===== src/rtl/micro_sequencer.sv =====
// Microprogram sequencer: owns the micro-PC, walks the microcode ROM and
// forwards the combinational control word to the datapath while running.
module micro_sequencer #(
   parameter int ADDR_W     = 5,
   parameter int CW_W       = 37,
   parameter int FETCH_ADDR = 0,
   parameter int SEQ_LSB    = 5
) (
   input  logic              clk,
   input  logic              rst_n,
   input  logic              start,
   input  logic              stall,
   input  logic              z_flag,
   input  logic [ADDR_W-1:0] opcode,
   input  logic [CW_W-1:0]   cw_in,
   output logic [ADDR_W-1:0] rom_addr,
   output logic [CW_W-1:0]   ctrl_out,
   output logic              ctrl_valid,
   output logic              halted
);

   typedef enum logic [1:0] {
      IDLE = 2'd0,
      RUN  = 2'd1,
      HALT = 2'd2
   } state_t;

   typedef enum logic [2:0] {
      OP_NEXT = 3'd0,
      OP_JUMP = 3'd1,
      OP_BRZ  = 3'd2,
      OP_BRNZ = 3'd3,
      OP_DISP = 3'd4,
      OP_CALL = 3'd5,
      OP_RET  = 3'd6,
      OP_HALT = 3'd7
   } seq_op_t;

   localparam logic [ADDR_W-1:0] FETCH = ADDR_W'(FETCH_ADDR);

   state_t            state;
   logic [ADDR_W-1:0] upc;
   logic [ADDR_W-1:0] ret;
   logic [ADDR_W-1:0] upc_inc;
   logic [ADDR_W-1:0] target;
   seq_op_t           op;

   assign upc_inc    = upc + ADDR_W'(1);
   assign target     = cw_in[ADDR_W-1:0];
   assign op         = seq_op_t'(cw_in[SEQ_LSB +: 3]);

   // A stalled RUN cycle does not execute, so the datapath sees an all-zero word.
   assign ctrl_valid = (state == RUN) && !stall;
   assign ctrl_out   = ctrl_valid ? cw_in : '0;
   assign rom_addr   = upc;
   assign halted     = (state == HALT);

   always_ff @(posedge clk or negedge rst_n) begin
      if (!rst_n) begin
         state <= IDLE;
         upc   <= FETCH;
         ret   <= FETCH;
      end else begin
         case (state)
            IDLE, HALT: begin
               if (start) begin
                  state <= RUN;
                  upc   <= FETCH;
               end
            end
            RUN: begin
               if (!stall) begin
                  case (op)
                     OP_NEXT: upc <= upc_inc;
                     OP_JUMP: upc <= target;
                     OP_BRZ:  upc <= z_flag ? target : upc_inc;
                     OP_BRNZ: upc <= z_flag ? upc_inc : target;
                     OP_DISP: upc <= opcode;
                     OP_CALL: begin
                        ret <= upc_inc;
                        upc <= target;
                     end
                     OP_RET:  upc <= ret;
                     OP_HALT: state <= HALT;
                     default: upc <= upc_inc;
                  endcase
               end
            end
            default: state <= IDLE;
         endcase
      end
   end

endmodule


===== config.mk =====
export PLATFORM = sky130hd
export DESIGN_NAME = micro_sequencer
export DESIGN_NICKNAME = d
export VERILOG_FILES = /design/src/rtl/micro_sequencer.sv
export SDC_FILE = /design/constraint.sdc
export NUM_CORES = 1
export LEC_CHECK = 0
export ABC_AREA = 1
export BUFFER_PORTS_ARGS = -buffer_cell sky130_fd_sc_hd__clkbuf_2
export CAP_MARGIN = 30
export CORE_MARGIN = 10
export CORE_UTILIZATION = 41
export DETAILED_ROUTE_END_ITERATION = 7
export PLACE_DENSITY_LB_ADDON = 0.15
export RECOVER_POWER = 25
export SETUP_SLACK_MARGIN = 0.02
export SLEW_MARGIN = 20
export SYNTH_ARGS = -nofsm -noshare
export SYNTH_HDL_FRONTEND = slang
export SYNTH_SLANG_ARGS = --single-unit

===== constraint.sdc =====
create_clock -name clk -period 1.6 [get_ports clk]
set_input_delay 0 -clock clk [delete_from_list [all_inputs] [get_ports clk]]
set_output_delay 0 -clock clk [all_outputs]
set_load 0.1 [all_outputs]

==> results_dict.tcl <==
set metrics [dict create \
    status "finished, final reports clean" \
    synth_warnings 0 \
    yosysUniqueCellTypes 24 \
    vias 1698 \
    p_leak_nw 1.356 \
    fin_nets 363 \
    start_util_pct 43.70 \
    cts_root_buf "clkbuf_4" \
    synth_area_per_cell_um2 5.568 \
    track_usage_pct 17.52 \
    finalWirelength_mm 5.173 \
    min_from "stall" \
    avgViaCountPerCell 4.922 \
    fin_total_pwr_mw 4.528 \
    synthesis.instances 222 \
    synth_fa_ha_area_share_pct 1.012 \
    clockBufferDepth 2 \
    die_h_um 74.91 \
    io_pins 91 \
    syn_area_mm2 0.001236 \
    finalSetupViolations 0 \
    cp_common_cell "buf_12" \
    ys_ff_latch 12 \
    cp_data_arrival_time_ns 1.55 \
    worstSetupPathType "reg2out" \
    hold_viol 0 \
    numClockSinks 12 \
    synth_top_family_by_area "simple AND/OR/NAND/NOR gates" \
    p_per_area_mw_per_mm2 1817 \
    ff2ff_setup_slack_ns 0.09 \
    port_buffers 90 \
    maxCapViolCount 0 \
    rsz0062_at_grt "true" \
    final_antenna_net_count 0 \
    synth_mux_area_share_pct 0 \
    ys_seq_area_share_pct 24.29 \
    rows 19 \
    min_period_over_period_pct 97.02 \
    cts_tree "built" \
    place_congestion 0.9012 \
    clk_latency_ns 0.28 \
    core-area_mm2 0.002829 \
    period_needed_ns 1.552 \
    die-area_mm2 0.005612 \
    hold_depth 3 \
    hpwl_mm 4.267 \
    cts_max_level 1 \
    grt_max_degree 25 \
    synthSimpleGateAreaFrac_pct 45.65 \
    hold_path.class "in2reg" \
    synth_compound_area_share_pct 5.364 \
    antenna_found_initial 0 \
    ff2ff_path_depth 9 \
    cts.clk_slew.worst_paths_ns 0.08 \
    worstSetupStartpointType "flop" \
    drv_slew 0 \
    drive_gt1_share_pct 48.41 \
    worst_pin_slew_ns 0.6715 \
    grt_pass1_wl_mm 7.797 \
    ir_drop_mv 1.685 \
    cpPeakStageDelay_ns 0.45 \
    post-route-util_pct 88.10 \
    grt_pass1_vias 1613 \
    n_antenna_cell 0 \
    relSlewSlack_pct 55.23 \
    required_ns 1.60 \
    synth-xor-area-share_pct 2.126 \
    fmax_mhz 644.2 \
    die_x_um 74.91 \
    initialDrtViolationCount 137 \
    r2r_end "rom_addr[1]$_DFFE_PN0P_" \
    cp_cell_sequence "nor2_4, nand2_4, buf_12, nor2_2, buf_12" \
    syn_nets 270 \
    remaining_drc_errors 0 \
    clock_skew_ns 0.006061 \
    r2r-start "rom_addr[0]$_DFFE_PN0P_" \
    hold_path_end "state[0]$_DFFE_PN0P_" \
    cts_buffers 3 \
    cp_slowest_cell "dfrtp_2" \
    worstPathMaxFanout 24 \
    end_kind "primary output" \
    drt_pre_antenna_iters 4 \
    routedWlPerCell_um 14.99 \
    gr-total-overflow 0 \
    area_delta_synth_final_pct 101.6 \
]
layout make-up:
cell class                 count  area, µm²
timing repair buffer          95       1079
multi-input combinational    145      809.5
fill                         147      336.6
sequential                    12      311.5
inverter                      58      217.7
tap                           31      38.79
clock buffer                   4      36.28
metal layers:
metal | up-vias | track usage [%] | share of wire (%)
met5 | - | 0 | 0
met4 | 0 | 3.782 | 0.73
met3 | 7 | 3.154 | 11
met2 | 99 | 32.29 | 50
met1 | 753 | 20.45 | 38
li1 | 839 | - | -
cells by family after synthesis:
kind of cell / Yosys count
and+or+nand+nor: 130
buffers and inverters: 65
DFF: 12
AOI/OAI and AO/OA: 11
xor gates and xnor gates: 3
adders and majority gates: 1
how the worst max path moves through the flow:
stage,from,slack [ns],depth (start not counted),endpoint
3_5_place_dp,rom_addr[0]$_DFFE_PN0P_,0.11,9,rom_addr[1]$_DFFE_PN0P_
6_report,state[1]$_DFFE_PN0P_,0.05,5,ctrl_out[19]
5_1_grt,state[1]$_DFFE_PN0P_,-0.01,5,ctrl_out[21]
4_1_cts,state[1]$_DFFE_PN0P_,0.02,5,ctrl_out[17]
3_3_place_gp,rom_addr[0]$_DFFE_PN0P_,0.18,9,rom_addr[1]$_DFFE_PN0P_
2_1_floorplan,state[0]$_DFFE_PN0P_,-0.22,6,ctrl_out[17]
stage by stage:
| stage | setup WS (ns) | TNS, ns | cell area, µm² | instances | hold WS, ns |
|---|---|---|---|---|---|
| after floorplan | -0.2242 | -6.886 | 1344 | 222 | -0.2956 |
| after global placement | 0.1784 | 0 | 2370 | 338 | -0.1086 |
| after detailed placement | 0.1119 | 0 | 2370 | 338 | -0.1038 |
| after CTS | 0.02437 | 0 | 2446 | 345 | 0.04077 |
| after global routing | -0.01296 | -0.02739 | 2492 | 345 | 0.08629 |
| final | 0.04766 | 0 | 2492 | 345 | 0.07536 |
sequential cells by signal, summed over array words and instances (netlist names):
register	count
ret	5
state	2
rom_addr	5
Yosys cell counts:
master / count / area share [%]
a21oi_1: 2 / 0.81
buf_2: 3 / 1.2
buf_4: 1 / 0.61
buf_6: 2 / 1.8
clkbuf_1: 1 / 0.30
dfrtp_1: 12 / 24
ha_1: 1 / 1.0
inv_1: 54 / 16
inv_2: 4 / 1.2
nand2_1: 48 / 15
nand2_2: 1 / 0.51
nand3_1: 20 / 8.1
nand3_2: 2 / 1.6
nand3b_1: 1 / 0.61
nand4_1: 4 / 2.0
nor2_1: 51 / 15
nor2_2: 1 / 0.51
nor2_4: 1 / 0.91
nor3_4: 1 / 1.3
o21ai_0: 7 / 2.8
o21ai_2: 1 / 0.71
o31ai_2: 1 / 1.0
xnor2_1: 2 / 1.4
xor2_1: 1 / 0.71
worst max-delay path: cells and delay by family, from the launching register on:
| kind | cells | cell delay (ns) |
|---|---|---|
| buffers and inverters | 2 | 0.38 |
| DFF | 1 | 0.45 |
| and+or+nand+nor | 3 | 0.43 |
report_power, final:
part	switching (mW)	internal, mW	total, mW
Combinational	2.58	1.07	3.65
Sequential	0.162	0.470	0.632
Clock	0.107	0.139	0.246
placed cells by master (no fill, tap or decap):
master         count
nand2_1           48
a21oi_1            2
inv_1             53
xnor2_1            2
nand3b_1           1
xor2_1             1
buf_12            39
nor3_4             1
o21ai_0            7
nand2_4            1
clkbuf_1           1
dlygate4sd3_1      2
nor2_2            32
ha_4               1
clkbuf_8           1
nand3_2            2
buf_6              1
inv_2              5
nand3_1           20
nand4_1            4
dfrtp_1            7
nor2_1            14
dfrtp_4            2
o31ai_2            1
nor2_4             7
dfrtp_2            3
clkbuf_2          51
buf_4              1
o21ai_2            1
clkbuf_4           3
repair_timing:
item | 4_1_cts | 5_1_grt
hold endpoints to repair | 13 | 0
buffers inserted | 1 | 0
hold buffers | 2 | 0
setup endpoints to repair | 36 | 37
resized for setup | 4 | 9
Note: power is estimated with default switching activity, not from simulation.
